### src/rtl/core_seq_ctrl.sv
// core_seq_ctrl: autonomous layer sequencer for the systolic core.
// One start pulse runs weight load, activation streaming, drain and psum
// accumulate/write-back over cfg_tiles tiles, in WS or OS mode.
// All outputs are registered; SRAM strobes are active-low.
// Optional build macro CORE_SEQ_PERF_EN adds perf_cycles / perf_stalls.
module core_seq_ctrl #(
    parameter int ROW    = 8,
    parameter int COL    = 8,
    parameter int ADDR_W = 11,
    parameter int LEN_W  = 11,
    parameter int TILE_W = 4
) (
    input  logic              clk,
    input  logic              reset,
    input  logic              start,
    input  logic              cfg_mode,
    input  logic [LEN_W-1:0]  cfg_len,
    input  logic [TILE_W-1:0] cfg_tiles,
    input  logic [ADDR_W-1:0] cfg_w_base,
    input  logic [ADDR_W-1:0] cfg_x_base,
    input  logic              stall,
    output logic              busy,
    output logic              done,
    output logic              err,
    output logic              mode,
    output logic              xmem_cen,
    output logic              xmem_wen,
    output logic [ADDR_W-1:0] xmem_addr,
    output logic              pmem_cen,
    output logic              pmem_wen,
    output logic [ADDR_W-1:0] pmem_addr,
    output logic              l0_wr,
    output logic              load,
    output logic              execute,
    output logic              ofifo_rd,
    output logic              acc
`ifdef CORE_SEQ_PERF_EN
    ,
    output logic [31:0]       perf_cycles,
    output logic [31:0]       perf_stalls
`endif
);

    typedef enum logic [2:0] {IDLE, WLOAD, WPUSH, ACT, DRAIN, ACC, WB, FIN} state_t;
    typedef enum logic [1:0] {PH_READ, PH_WAIT, PH_WRITE} acc_ph_t;

    localparam logic [LEN_W-1:0] COL_LAST  = LEN_W'(COL - 1);
    localparam logic [LEN_W-1:0] FILL_LAST = LEN_W'(ROW + COL - 1);

    // Sequencer state and latched configuration
    state_t              state_q, state_d;
    acc_ph_t             ph_q, ph_d;
    logic [TILE_W-1:0]   t_q, t_d;
    logic [LEN_W-1:0]    i_q, i_d;
    logic [LEN_W-1:0]    len_q;
    logic [TILE_W-1:0]   tiles_q;
    logic [ADDR_W-1:0]   w_base_q, x_base_q;

    // Delayed-strobe bookkeeping (survives stalls)
    logic                l0_owed_q, l0_owed_d;
    logic                wb_tag_q, wb_tag_d;
    logic [ADDR_W-1:0]   wb_tag_addr_q, wb_tag_addr_d;
    logic                wb_owed_q, wb_owed_d;
    logic [ADDR_W-1:0]   wb_owed_addr_q;

    // Next-cycle output values
    logic                accept, err_d, done_d;
    logic                x_rd_d;
    logic [ADDR_W-1:0]   x_addr_d, w_addr, x_addr;
    logic                p_cen_d, p_wen_d;
    logic [ADDR_W-1:0]   p_addr_d;
    logic                load_d, exec_d, ofifo_d, acc_d, l0_d;
    logic                t_last, stall_hold, l0_pend, wb_pend;
    logic [ADDR_W-1:0]   wb_pend_addr;

    // Next-state, counter and output decode for the current position
    always_comb begin
        // NOTE: every signal written here gets a default first, so no path can leave one unassigned and infer a latch.
        state_d       = state_q;
        ph_d          = ph_q;
        t_d           = t_q;
        i_d           = i_q;
        accept        = 1'b0;
        err_d         = 1'b0;
        done_d        = 1'b0;
        x_rd_d        = 1'b0;
        x_addr_d      = xmem_addr;
        p_cen_d       = 1'b1;
        p_wen_d       = 1'b1;
        p_addr_d      = pmem_addr;
        load_d        = 1'b0;
        exec_d        = 1'b0;
        ofifo_d       = 1'b0;
        acc_d         = 1'b0;
        wb_tag_d      = 1'b0;
        wb_tag_addr_d = wb_tag_addr_q;

        t_last = (t_q == tiles_q - TILE_W'(1));
        w_addr = w_base_q + ADDR_W'(t_q * COL) + ADDR_W'(i_q);
        // OS re-streams the same activation block for every tile
        x_addr = x_base_q + (mode ? '0 : ADDR_W'(32'(t_q) * ROW * 32'(len_q))) + ADDR_W'(i_q);

        if (state_q == IDLE) begin
            if (start) begin
                if (cfg_len != '0 && cfg_tiles != '0) begin
                    accept  = 1'b1;
                    state_d = cfg_mode ? ACT : WLOAD;
                    t_d     = '0;
                    i_d     = '0;
                    ph_d    = PH_READ;
                end else begin
                    err_d = 1'b1;
                end
            end
        end else if (!stall) begin
            case (state_q)
                WLOAD: begin
                    x_rd_d   = 1'b1;
                    x_addr_d = w_addr;
                    if (i_q == COL_LAST) begin
                        i_d     = '0;
                        state_d = WPUSH;
                    end else begin
                        i_d = i_q + LEN_W'(1);
                    end
                end
                WPUSH: begin
                    load_d = 1'b1;
                    if (i_q == FILL_LAST) begin
                        i_d     = '0;
                        state_d = ACT;
                    end else begin
                        i_d = i_q + LEN_W'(1);
                    end
                end
                ACT: begin
                    x_rd_d   = 1'b1;
                    x_addr_d = x_addr;
                    exec_d   = 1'b1;
                    if (i_q == len_q - LEN_W'(1)) begin
                        i_d     = '0;
                        state_d = DRAIN;
                    end else begin
                        i_d = i_q + LEN_W'(1);
                    end
                end
                DRAIN: begin
                    exec_d = 1'b1;
                    if (i_q == FILL_LAST) begin
                        i_d = '0;
                        if (!mode) begin
                            state_d = ACC;
                            ph_d    = PH_READ;
                        end else if (!t_last) begin
                            t_d     = t_q + TILE_W'(1);
                            state_d = ACT;
                        end else begin
                            state_d = WB;
                        end
                    end else begin
                        i_d = i_q + LEN_W'(1);
                    end
                end
                ACC: begin
                    p_addr_d = ADDR_W'(i_q);
                    case (ph_q)
                        PH_READ: begin
                            ofifo_d = 1'b1;
                            // first tile overwrites: no psum read, no accumulate
                            if (t_q != '0) begin
                                p_cen_d = 1'b0;
                                acc_d   = 1'b1;
                            end
                            ph_d = PH_WAIT;
                        end
                        PH_WAIT: ph_d = PH_WRITE;
                        PH_WRITE: begin
                            p_cen_d = 1'b0;
                            p_wen_d = 1'b0;
                            acc_d   = (t_q != '0);
                            ph_d    = PH_READ;
                            if (i_q == len_q - LEN_W'(1)) begin
                                i_d = '0;
                                if (!t_last) begin
                                    t_d     = t_q + TILE_W'(1);
                                    state_d = WLOAD;
                                end else begin
                                    state_d = FIN;
                                end
                            end else begin
                                i_d = i_q + LEN_W'(1);
                            end
                        end
                        default: ph_d = PH_READ;
                    endcase
                end
                WB: begin
                    ofifo_d       = 1'b1;
                    wb_tag_d      = 1'b1;
                    wb_tag_addr_d = ADDR_W'(i_q);
                    if (i_q == COL_LAST) begin
                        i_d     = '0;
                        state_d = FIN;
                    end else begin
                        i_d = i_q + LEN_W'(1);
                    end
                end
                FIN: begin
                    done_d  = 1'b1;
                    state_d = IDLE;
                end
                default: state_d = IDLE;
            endcase
        end

        // Strobes that trail a read by one cycle are held across a stall and
        // issued on the first unstalled cycle.
        stall_hold   = stall && (state_q != IDLE);
        l0_pend      = l0_owed_q | ~xmem_cen;
        l0_d         = l0_pend & ~stall_hold;
        l0_owed_d    = l0_pend & stall_hold;
        wb_pend      = wb_owed_q | wb_tag_q;
        wb_pend_addr = wb_tag_q ? wb_tag_addr_q : wb_owed_addr_q;
        wb_owed_d    = wb_pend & stall_hold;
        if (wb_pend && !stall_hold) begin
            p_cen_d  = 1'b0;
            p_wen_d  = 1'b0;
            p_addr_d = wb_pend_addr;
        end
    end

    // State, configuration and registered outputs
    always_ff @(posedge clk or posedge reset) begin
        // NOTE: sequential state uses non-blocking assignments so every register samples pre-edge values.
        if (reset) begin
            state_q        <= IDLE;
            ph_q           <= PH_READ;
            t_q            <= '0;
            i_q            <= '0;
            len_q          <= '0;
            tiles_q        <= '0;
            w_base_q       <= '0;
            x_base_q       <= '0;
            l0_owed_q      <= 1'b0;
            wb_tag_q       <= 1'b0;
            wb_tag_addr_q  <= '0;
            wb_owed_q      <= 1'b0;
            wb_owed_addr_q <= '0;
            busy           <= 1'b0;
            done           <= 1'b0;
            err            <= 1'b0;
            mode           <= 1'b0;
            xmem_cen       <= 1'b1;
            xmem_wen       <= 1'b1;
            xmem_addr      <= '0;
            pmem_cen       <= 1'b1;
            pmem_wen       <= 1'b1;
            pmem_addr      <= '0;
            l0_wr          <= 1'b0;
            load           <= 1'b0;
            execute        <= 1'b0;
            ofifo_rd       <= 1'b0;
            acc            <= 1'b0;
        end else begin
            state_q        <= state_d;
            ph_q           <= ph_d;
            t_q            <= t_d;
            i_q            <= i_d;
            if (accept) begin
                len_q    <= cfg_len;
                tiles_q  <= cfg_tiles;
                w_base_q <= cfg_w_base;
                x_base_q <= cfg_x_base;
                mode     <= cfg_mode;
            end
            l0_owed_q      <= l0_owed_d;
            wb_tag_q       <= wb_tag_d;
            wb_tag_addr_q  <= wb_tag_addr_d;
            wb_owed_q      <= wb_owed_d;
            wb_owed_addr_q <= wb_pend_addr;
            busy           <= (state_d != IDLE);
            done           <= done_d;
            err            <= err_d;
            xmem_cen       <= ~x_rd_d;
            xmem_wen       <= 1'b1;
            xmem_addr      <= x_addr_d;
            pmem_cen       <= p_cen_d;
            pmem_wen       <= p_wen_d;
            pmem_addr      <= p_addr_d;
            l0_wr          <= l0_d;
            load           <= load_d;
            execute        <= exec_d;
            ofifo_rd       <= ofifo_d;
            acc            <= acc_d;
        end
    end

`ifdef CORE_SEQ_PERF_EN
    // Saturating busy/stall counters for the most recent layer
    always_ff @(posedge clk or posedge reset) begin
        if (reset) begin
            perf_cycles <= '0;
            perf_stalls <= '0;
        end else if (accept) begin
            perf_cycles <= '0;
            perf_stalls <= '0;
        end else if (busy) begin
            if (perf_cycles != '1) perf_cycles <= perf_cycles + 32'd1;
            if (stall && perf_stalls != '1) perf_stalls <= perf_stalls + 32'd1;
        end
    end
`endif

endmodule
### config.mk
export PLATFORM = sky130hd
export DESIGN_NAME = core_seq_ctrl
export DESIGN_NICKNAME = d
export VERILOG_FILES = /design/src/rtl/core_seq_ctrl.sv
export SDC_FILE = /design/constraint.sdc
export NUM_CORES = 1
export LEC_CHECK = 0
export CAP_MARGIN = 10
export CORE_MARGIN = 10
export CORE_UTILIZATION = 40
export CTS_CLUSTER_DIAMETER = 30
export DETAILED_ROUTE_END_ITERATION = 7
export MAX_ROUTING_LAYER = met4
export SYNTH_ARGS = -nofsm -noshare
export SYNTH_HDL_FRONTEND = slang
export SYNTH_SLANG_ARGS = --single-unit
### constraint.sdc
create_clock -name clk -period 11.8 [get_ports clk]
set_input_delay 1.18 -clock clk [delete_from_list [all_inputs] [get_ports clk]]
set_output_delay 1.18 -clock clk [all_outputs]
set_load 0.02 [all_outputs]
==> results of run 1 <==
-- critical path: cells and delay by family, from the launching register on --
kind                     cells  cell delay [ns]
AO/OA/AOI/OAI                3             0.94
XOR/XNOR                     1             0.14
adder cells (fa/ha/maj)      5             2.19
buffers and inverters        1             0.06
flip-flops                   1             0.58
multiplexers                 1             0.26
AND/OR/NAND/NOR              3             0.33
-- metal layers --
layer | track usage | routed length, um | up-vias
li1 | - | - | 2761
met1 | 0.196 | 8530 | 2732
met2 | 0.267 | 9170 | 132
met3 | 0.0416 | 921 | 26
met4 | 0.0684 | 510 | 0
met5 | - | 0 | -
-- sequential cells by signal, summed over array words and instances, names as in the netlist, 2 cells and up --
register,cells
ph_q,2
i_q,11
w_base_q,11
t_q,4
x_base_q,11
state_q,3
len_q,11
tiles_q,4
wb_owed_addr_q,11
xmem_addr,11
pmem_addr,11
wb_tag_addr_q,11
-- layout by cell type (no fill, tap or decap), types with 3 or more instances in the layout --
cell             instances
a32o_1                   3
o21ai_1                  7
o22ai_1                  4
clkdlybuf4s50_1         75
mux2i_1                 15
o21a_1                   3
dfrtp_1                113
xor2_1                  17
o21bai_1                 4
a211o_1                  3
mux2_2                  37
buf_4                    3
clkinv_4                 5
clkbuf_16               17
dfstp_2                  3
clkinvlp_4               4
a21oi_1                 25
and3_1                   5
a21o_1                   4
nand2_1                143
and2_1                   9
nor4_1                   9
inv_1                   27
o211ai_1                 4
o21ai_0                 43
nor2b_1                  5
nor3_1                  19
nand4_1                  5
nand3_1                 17
xnor2_1                 34
nand2b_1                 6
a211oi_1                 4
a31oi_1                 10
nor2_1                  51
fa_1                    22
ha_1                    40
-- path summary, 6_finish.rpt --
check | start | to | slack, ns | depth (start not counted)
max in group asynchronous | reset | t_q[2] | 9.33 | 3
setup reg to reg | t_q[2] | xmem_addr[10] | 7.22 | 14
min in group asynchronous | reset | len_q[9] | 1.24 | 2
hold / removal | xmem_addr[0] | xmem_addr[0] | 0.48 | 2
hold reg to reg | xmem_addr[0] | xmem_addr[0] | 0.48 | 2
setup / recovery | t_q[2] | xmem_addr[10] | 7.22 | 14
-- power by group --
group / switching (mW) / internal, mW / leakage [nW]
Combinational: 0.617 / 0.501 / 2.16
Sequential: 0.183 / 0.522 / 1.51
Clock: 0.200 / 0.319 / 0.276
Total: 0.999 / 1.34 / 3.94
-- layout make-up --
type / count / area, sq um
clock buffers: 19 / 443
clock inverters: 13 / 151
fillers: 1731 / 9150
inverters: 28 / 108
multi-input cells: 583 / 4090
flip-flops and latches: 116 / 2910
well taps: 229 / 287
repair buffers: 78 / 773
-- through the flow --
step	total power [mW]	utilization	hold slack (ns)	worst slack, ns	instances
finish	2.34	0.489	0.475	7.22	1066
CTS	2.36	0.489	0.483	7.23	1066
floorplan	1.50	-	0.447	7.38	770
detailed placement	1.83	0.456	0.470	7.22	1034
global placement	1.82	0.456	0.460	7.29	1034
global route	2.54	0.489	0.503	6.92	1066
-- kinds of logic (layout without fill, tap and decap cells) --
kind of cell	after synthesis	after routing	synth area share
AND/OR/NAND/NOR	285	285	0.178
AO/OA/AOI/OAI	131	131	0.111
flip-flops	116	116	0.400
buffers and inverters	71	138	0.0392
adder cells (fa/ha/maj)	62	62	0.129
XOR/XNOR	52	52	0.0645
multiplexers	52	52	0.0779
other	1	1	0.000516
==> flow_summary.html, run 1 <==
<table>
<tr><th>Metric</th><th>Value</th></tr>
<tr><th colspan="2">Logic synthesis</th></tr>
<tr><td>Number of distinct standard cells referenced by the synthesized netlist</td><td>just under 60</td></tr>
<tr><td>Proportion of synthesized chip area in sequential cells</td><td>0.400</td></tr>
<tr><td>Flop and latch count out of synthesis</td><td>roughly 120</td></tr>
<tr><td>Library cell with the largest summed area after synthesis</td><td>dfrtp_1</td></tr>
<tr><td>Mean area per synthesized cell</td><td>9.45 sq um</td></tr>
<tr><td>Synth Cell Area</td><td>around 7300 sq um</td></tr>
<tr><td>Post-synthesis instance total</td><td>a little under 800</td></tr>
<tr><td>Main flop type after synthesis</td><td>dfrtp_1</td></tr>
<tr><td>Number of enable-type register cells in the synthesized netlist</td><td>0</td></tr>
<tr><td>Top cell type's share of synthesized area</td><td>0.389</td></tr>
<tr><td>Post-synth top cells</td><td>nand2_1 (143), dfrtp_1 (113), nor2_1 (51)</td></tr>
<tr><td>Count leader, synth</td><td>nand2_1</td></tr>
<tr><td>Ranking of synthesized cells by area</td><td>dfrtp_1 (39%), nand2_1 (7.4%), ha_1 (6.9%)</td></tr>
<tr><td>FFs w/ async S/R, synth</td><td>1.00</td></tr>
<tr><td>Synthesized Nets</td><td>874</td></tr>
<tr><td>Count of yosys warnings during synthesis</td><td>0</td></tr>
<tr><th colspan="2">Route</th></tr>
<tr><td>Vias per cell</td><td>approximately 5.3</td></tr>
<tr><td># DRC</td><td>0</td></tr>
<tr><td>Total iterations of the first detailed-routing run</td><td>7</td></tr>
<tr><td>Initial detailed-routing violation count</td><td>about 440</td></tr>
<tr><td>Vias after detailed routing</td><td>roughly 5,700</td></tr>
<tr><td>Antenna Nets Post-Route</td><td>0</td></tr>
<tr><td>Detail-routed net length per standard cell</td><td>18.0 um</td></tr>
<tr><td>Post-detailed-routing wire length</td><td>between 15 and 20 mm</td></tr>
<tr><th colspan="2">Worst setup path</th></tr>
<tr><td>Master of the slowest instance on the critical path</td><td>dfrtp_1</td></tr>
<tr><td>Crit path largest cell delay</td><td>slightly below 0.6 ns</td></tr>
<tr><td>Endpoint kind of the worst setup timing path</td><td>flop</td></tr>
<tr><td>Kind of start point of the critical path</td><td>flop</td></tr>
<tr><td>CP max FO</td><td>12</td></tr>
<tr><td>Critical path type</td><td>flop to flop</td></tr>
<tr><td>Chain of cells forming the critical path</td><td>nand2_1 &gt; fa_1 &gt; inv_1 &gt; fa_1 &gt; fa_1 &gt; xnor2_1 &gt; nor2_1 &gt; fa_1 &gt; ha_1 &gt; o41ai_1 &gt; o21a_1 &gt; nand2_1 &gt; mux2_2 &gt; a31oi_1</td></tr>
<tr><td>Cell occurring most often along the worst timing path</td><td>fa_1</td></tr>
<tr><td>Data arrival time of the critical path</td><td>between 4 and 5 ns</td></tr>
<tr><td>Critical path data required time</td><td>12.14 ns</td></tr>
<tr><th colspan="2">STA</th></tr>
<tr><td>Slew @ Worst Pin</td><td>between 1 and 1.5 ns</td></tr>
<tr><td>Hold violation total from the final report</td><td>0</td></tr>
<tr><td>Summed negative setup slack over all endpoints</td><td>0 ns</td></tr>
<tr><td>Final-report setup violation count</td><td>0</td></tr>
<tr><td>Final-report max-slew violation count</td><td>0</td></tr>
<tr><td>Setup repair after global routing missed its margin</td><td>no</td></tr>
<tr><td>Worst clock skew</td><td>approximately 0.014 ns</td></tr>
<tr><td>Min Clock Period, post-route</td><td>about 4.6 ns</td></tr>
<tr><td>Ratio of final minimum period to clock period</td><td>0.388</td></tr>
<tr><td>Worst slew margin relative to its limit</td><td>0.230</td></tr>
<tr><td>Fmax</td><td>0.218 GHz</td></tr>
<tr><th colspan="2">Global routing</th></tr>
<tr><td>Initial antenna violation count</td><td>0</td></tr>
<tr><td>Total global-route track usage</td><td>0.166</td></tr>
<tr><td>Pin count of the biggest net entering global routing</td><td>a little over 60</td></tr>
<tr><td>Wire length of the first global-routing pass</td><td>slightly above 30 mm</td></tr>
<tr><td>Vias in the first global route</td><td>around 5,900</td></tr>
<tr><td>GRT Residual Overflow</td><td>0</td></tr>
<tr><th colspan="2">CTS</th></tr>
<tr><td>Clk sink count</td><td>116</td></tr>
<tr><td>Hold_buf cts</td><td>0</td></tr>
<tr><td>Count of cells resized by post-cts repair</td><td>0</td></tr>
<tr><td>Cell chosen for the clock root</td><td>clkbuf_16</td></tr>
<tr><td>Count of H-tree levels built during CTS</td><td>4</td></tr>
<tr><td>CTS tree</td><td>built</td></tr>
<tr><td>Worst skew pair latency</td><td>approximately 0.43 ns</td></tr>
<tr><td>Clock Tree Buf Depth</td><td>2</td></tr>
<tr><td>Cts bufs inserted</td><td>17</td></tr>
<tr><td>Post-CTS clock slew at the launch and capture registers of the worst setup and hold paths</td><td>~0.060 ns</td></tr>
<tr><td>Buffers inserted by post-CTS timing repair</td><td>0</td></tr>
<tr><th colspan="2">Cells and area</th></tr>
<tr><td>Area growth syn-to-layout</td><td>20.4%</td></tr>
<tr><td>Fraction of layout cells with a size suffix above 1</td><td>0.0980</td></tr>
<tr><td>Post-route cell area</td><td>approximately 8800 sq um</td></tr>
<tr><td># diodes</td><td>0</td></tr>
<tr><td>Total number of nets in the final design</td><td>~930</td></tr>
<tr><th colspan="2">Die</th></tr>
<tr><td>Boundary pin count</td><td>77</td></tr>
<tr><td>Core Rows</td><td>between 40 and 50</td></tr>
<tr><td>Starting Density</td><td>0.406</td></tr>
<tr><td>Die W</td><td>155 um</td></tr>
<tr><td>Die outline height</td><td>roughly 150 um</td></tr>
<tr><td>Die footprint</td><td>approximately 24,000 sq um</td></tr>
<tr><td>Placeable Area</td><td>17,900 sq um</td></tr>
<tr><th colspan="2">Worst hold path</th></tr>
<tr><td>Hold WC Path Type</td><td>flop to flop</td></tr>
<tr><th colspan="2">Placed design</th></tr>
<tr><td>Half-perimeter wire length of the detailed placement result</td><td>~14 mm</td></tr>
<tr><td>IO buf count</td><td>75</td></tr>
<tr><td>Total cell area at the placement stage</td><td>just over 8000 sq um</td></tr>
<tr><td>Placer's final routability congestion estimate</td><td>about 0.92</td></tr>
<tr><th colspan="2">Job</th></tr>
<tr><td>Maximum Capacitance Violations</td><td>0</td></tr>
<tr><th colspan="2">Pwr</th></tr>
<tr><td>Power density over the cells</td><td>roughly 270 nW/um^2</td></tr>
<tr><td>Worst IR Drop VDD</td><td>roughly 170 uV</td></tr>
<tr><td>Leakage Power</td><td>approximately 3.9 nW</td></tr>
<tr><th colspan="2">Outcome</th></tr>
<tr><td>Result of the run</td><td>finished, final reports clean</td></tr>
</table>
Note: power is estimated with default switching activity, not from simulation.
==> inputs of run 2 (changes only) <==
==> constraint.sdc (replaced) <==
create_clock -name clk -period 4.75 [get_ports clk]
set_input_delay 0.475 -clock clk [delete_from_list [all_inputs] [get_ports clk]]
set_output_delay 0.475 -clock clk [all_outputs]
set_load 0.02 [all_outputs]
==> run 2 against run 1 <==
  * Worst setup slack worse by 7.0 ns
  * Maximum frequency is 1.9% higher
  * Sequential cell count stayed put
  * Largest power group unchanged
  * Highest routed layer unchanged
==> flow_summary.html, run 2 (same netlist as run 1, synthesis figures left out) <==
<table>
<tr><th>Metric</th><th>Value</th></tr>
<tr><th colspan="2">Outcome</th></tr>
<tr><td>Result of the run</td><td>finished, final reports clean</td></tr>
<tr><th colspan="2">CTS</th></tr>
<tr><td>Clock Tree Buf Depth</td><td>2 (unchanged)</td></tr>
<tr><td>Cell chosen for the clock root</td><td>clkbuf_16</td></tr>
<tr><td>Hold_buf cts</td><td>0 (unchanged)</td></tr>
<tr><td>Buffers inserted by post-CTS timing repair</td><td>0 (unchanged)</td></tr>
<tr><td>CTS tree</td><td>built</td></tr>
<tr><td>Count of H-tree levels built during CTS</td><td>4 (unchanged)</td></tr>
<tr><td>Cts bufs inserted</td><td>17 (unchanged)</td></tr>
<tr><td>Worst skew pair latency</td><td>0.43 ns (about the same)</td></tr>
<tr><td>Post-CTS clock slew at the launch and capture registers of the worst setup and hold paths</td><td>0.06 ns (about the same)</td></tr>
<tr><td>Clk sink count</td><td>116 (unchanged)</td></tr>
<tr><td>Count of cells resized by post-cts repair</td><td>0 (unchanged)</td></tr>
<tr><th colspan="2">Placed design</th></tr>
<tr><td>Half-perimeter wire length of the detailed placement result</td><td>14.0 mm (+2.1%)</td></tr>
<tr><td>Placer's final routability congestion estimate</td><td>0.955 (+4.3%)</td></tr>
<tr><td>IO buf count</td><td>75 (unchanged)</td></tr>
<tr><th colspan="2">Die</th></tr>
<tr><td>Boundary pin count</td><td>77 (unchanged)</td></tr>
<tr><td>Placeable Area</td><td>17,900 sq um (unchanged)</td></tr>
<tr><td>Die footprint</td><td>24,000 sq um (unchanged)</td></tr>
<tr><td>Die W</td><td>155 um (unchanged)</td></tr>
<tr><td>Core Rows</td><td>49 (unchanged)</td></tr>
<tr><td>Die outline height</td><td>155 um (unchanged)</td></tr>
<tr><td>Starting Density</td><td>0.406 (unchanged)</td></tr>
<tr><th colspan="2">STA</th></tr>
<tr><td>Worst slew margin relative to its limit</td><td>0.175 (-0.0554)</td></tr>
<tr><td>Hold violation total from the final report</td><td>0 (unchanged)</td></tr>
<tr><td>Fmax</td><td>0.223 GHz (+1.9%)</td></tr>
<tr><td>Final-report setup violation count</td><td>0 (unchanged)</td></tr>
<tr><td>Min Clock Period, post-route</td><td>4.49 ns (-0.0849 ns)</td></tr>
<tr><td>Final-report max-slew violation count</td><td>0 (unchanged)</td></tr>
<tr><td>Summed negative setup slack over all endpoints</td><td>0 ns (unchanged)</td></tr>
<tr><td>Setup repair after global routing missed its margin</td><td>no</td></tr>
<tr><td>Ratio of final minimum period to clock period</td><td>0.946 (+0.558)</td></tr>
<tr><td>Worst clock skew</td><td>0.0191 ns (+0.00557 ns)</td></tr>
<tr><td>Final worst hold slack</td><td>0.485 ns (+0.00934 ns)</td></tr>
<tr><td>Slew @ Worst Pin</td><td>1.23 ns (+0.0750 ns)</td></tr>
<tr><th colspan="2">Worst setup path</th></tr>
<tr><td>Master of the slowest instance on the critical path</td><td>fa_1</td></tr>
<tr><td>Endpoint kind of the worst setup timing path</td><td>flop</td></tr>
<tr><td>Chain of cells forming the critical path</td><td>nand2_1 &gt; fa_1 &gt; inv_1 &gt; fa_1 &gt; fa_1 &gt; xnor2_1 &gt; nor2_1 &gt; fa_1 &gt; ha_1 &gt; o41ai_1 &gt; o21a_1 &gt; nand2_1 &gt; mux2_2 &gt; a31oi_1</td></tr>
<tr><td>Kind of start point of the critical path</td><td>flop</td></tr>
<tr><td>Critical path type</td><td>flop to flop</td></tr>
<tr><td>Critical path data required time</td><td>5.10 ns (-7.04 ns)</td></tr>
<tr><td>Data arrival time of the critical path</td><td>4.84 ns (-0.08 ns)</td></tr>
<tr><td>Crit Reg-Reg Startpoint</td><td>len_q[0]</td></tr>
<tr><td>Crit path largest cell delay</td><td>0.56 ns (-0.02 ns)</td></tr>
<tr><td>Worst path buffer plus inverter count</td><td>1 (unchanged)</td></tr>
<tr><td>Cell occurring most often along the worst timing path</td><td>fa_1</td></tr>
<tr><td>Setup slack, reg-to-reg</td><td>0.26 ns (-6.97 ns)</td></tr>
<tr><td>CP delay by family, top</td><td>adder cells</td></tr>
<tr><td>Reg2Reg Capture Point</td><td>xmem_addr[10]</td></tr>
<tr><td>Number of cells on the worst reg-to-reg path</td><td>14 (unchanged)</td></tr>
<tr><td>CP max FO</td><td>7 (-5)</td></tr>
<tr><th colspan="2">Global routing</th></tr>
<tr><td>GRT Residual Overflow</td><td>0 (unchanged)</td></tr>
<tr><td>Vias in the first global route</td><td>6,009 (+2.3%)</td></tr>
<tr><td>Total global-route track usage</td><td>0.171 (+0.00517)</td></tr>
<tr><td>Initial antenna violation count</td><td>0 (unchanged)</td></tr>
<tr><td>Pin count of the biggest net entering global routing</td><td>66 (+8.2%)</td></tr>
<tr><td>Wire length of the first global-routing pass</td><td>32.0 mm (+3.1%)</td></tr>
<tr><th colspan="2">Cells and area</th></tr>
<tr><td>Top library cells by usage in the layout, fill and taps aside</td><td>nand2_1 (143), dfrtp_1 (113), clkdlybuf4s50_1 (75)</td></tr>
<tr><td>Leading cell type in the layout, fill and taps excluded</td><td>nand2_1</td></tr>
<tr><td># diodes</td><td>0 (unchanged)</td></tr>
<tr><td>Area growth syn-to-layout</td><td>21.9%</td></tr>
<tr><td>Fraction of layout cells with a size suffix above 1</td><td>0.113 (+0.0150)</td></tr>
<tr><td>Total number of nets in the final design</td><td>941 (+1.4%)</td></tr>
<tr><th colspan="2">Route</th></tr>
<tr><td>Antenna Nets Post-Route</td><td>0 (unchanged)</td></tr>
<tr><td>Initial detailed-routing violation count</td><td>417 (-5.0%)</td></tr>
<tr><td>Detail-routed net length per standard cell</td><td>18.0 um (+0.16%)</td></tr>
<tr><td>Vias per cell</td><td>5.32 (+0.44%)</td></tr>
<tr><td># DRC</td><td>0 (unchanged)</td></tr>
<tr><td>Post-detailed-routing wire length</td><td>19.4 mm (+1.4%)</td></tr>
<tr><td>Total iterations of the first detailed-routing run</td><td>5 (-2)</td></tr>
<tr><td>Vias after detailed routing</td><td>5,745 (+1.7%)</td></tr>
<tr><th colspan="2">Worst hold path</th></tr>
<tr><td>Hold WC Path Type</td><td>flop to flop</td></tr>
<tr><td>Min-Delay Path Depth</td><td>2 (unchanged)</td></tr>
<tr><td>WHS Endpoint</td><td>xmem_addr[0]</td></tr>
<tr><td>Startpoint of the lowest-slack hold path</td><td>xmem_addr[0]</td></tr>
<tr><th colspan="2">Pwr</th></tr>
<tr><td>Leakage Power</td><td>4.03 nW (+2.2%)</td></tr>
<tr><td>Worst IR Drop VDD</td><td>377 uV (+120%)</td></tr>
<tr><td>Power density over the cells</td><td>668 nW/um^2 (+150%)</td></tr>
<tr><th colspan="2">Job</th></tr>
<tr><td>Maximum Capacitance Violations</td><td>0 (unchanged)</td></tr>
</table>
-- run 2: worst max-delay path by stage --
stage,endpoint,depth (start not counted),slack (ns),from
5_1_grt,xmem_addr[10],14,0.03,len_q[0]
3_5_place_dp,xmem_addr[10],14,0.27,len_q[0]
3_3_place_gp,xmem_addr[10],14,0.37,len_q[0]
2_1_floorplan,xmem_addr[10],17,0.33,t_q[2]
4_1_cts,xmem_addr[10],14,0.27,len_q[0]
6_report,xmem_addr[10],14,0.26,len_q[0]
-- run 2: where the power goes --
| group | internal, mW | switching (mW) |
|---|---|---|
| clock network | 0.796 | 0.532 |
| registers | 1.30 | 0.387 |
| logic | 1.29 | 1.62 |
| total | 3.38 | 2.54 |
-- run 2: worst register-to-register path, cell delays in order (launching register included) --
cell and delay (ns):
dfrtp_1 0.45, nand2_1 0.12, fa_1 0.56, inv_1 0.06, fa_1 0.53, fa_1 0.47
xnor2_1 0.14, nor2_1 0.12, fa_1 0.43, ha_1 0.25, o41ai_1 0.56, o21a_1 0.26
nand2_1 0.07, mux2_2 0.26, a31oi_1 0.16
-- run 2: through the flow --
step	std cells	power, mW	setup slack (ns)	instance area [sq um]	util
after floorplan	770	3.73	0.331	7270	-
after global placement	1047	4.57	0.375	8260	0.461
after detailed placement	1047	4.60	0.268	8260	0.461
after CTS	1079	5.97	0.267	8870	0.495
after global routing	1079	6.41	0.0284	8870	0.495
final	1079	5.92	0.258	8870	0.495
-- run 2: routing by layer --
layer,GRT usage,up-vias,routed length (um)
met5,-,-,0
met4,0.0630,0,326
li1,-,2780,-
met1,0.215,2804,8550
met3,0.0325,21,1070
met2,0.271,140,9450
-- run 2: cell type report --
| cell class | instances | area [sq um] |
|---|---|---|
| clock buffers | 17 | 425 |
| clock inverters | 15 | 181 |
| fillers | 1698 | 9030 |
| inverters | 28 | 108 |
| multi-input cells | 583 | 4090 |
| flip-flops and latches | 116 | 2910 |
| well taps | 229 | 287 |
| repair buffers | 91 | 871 |
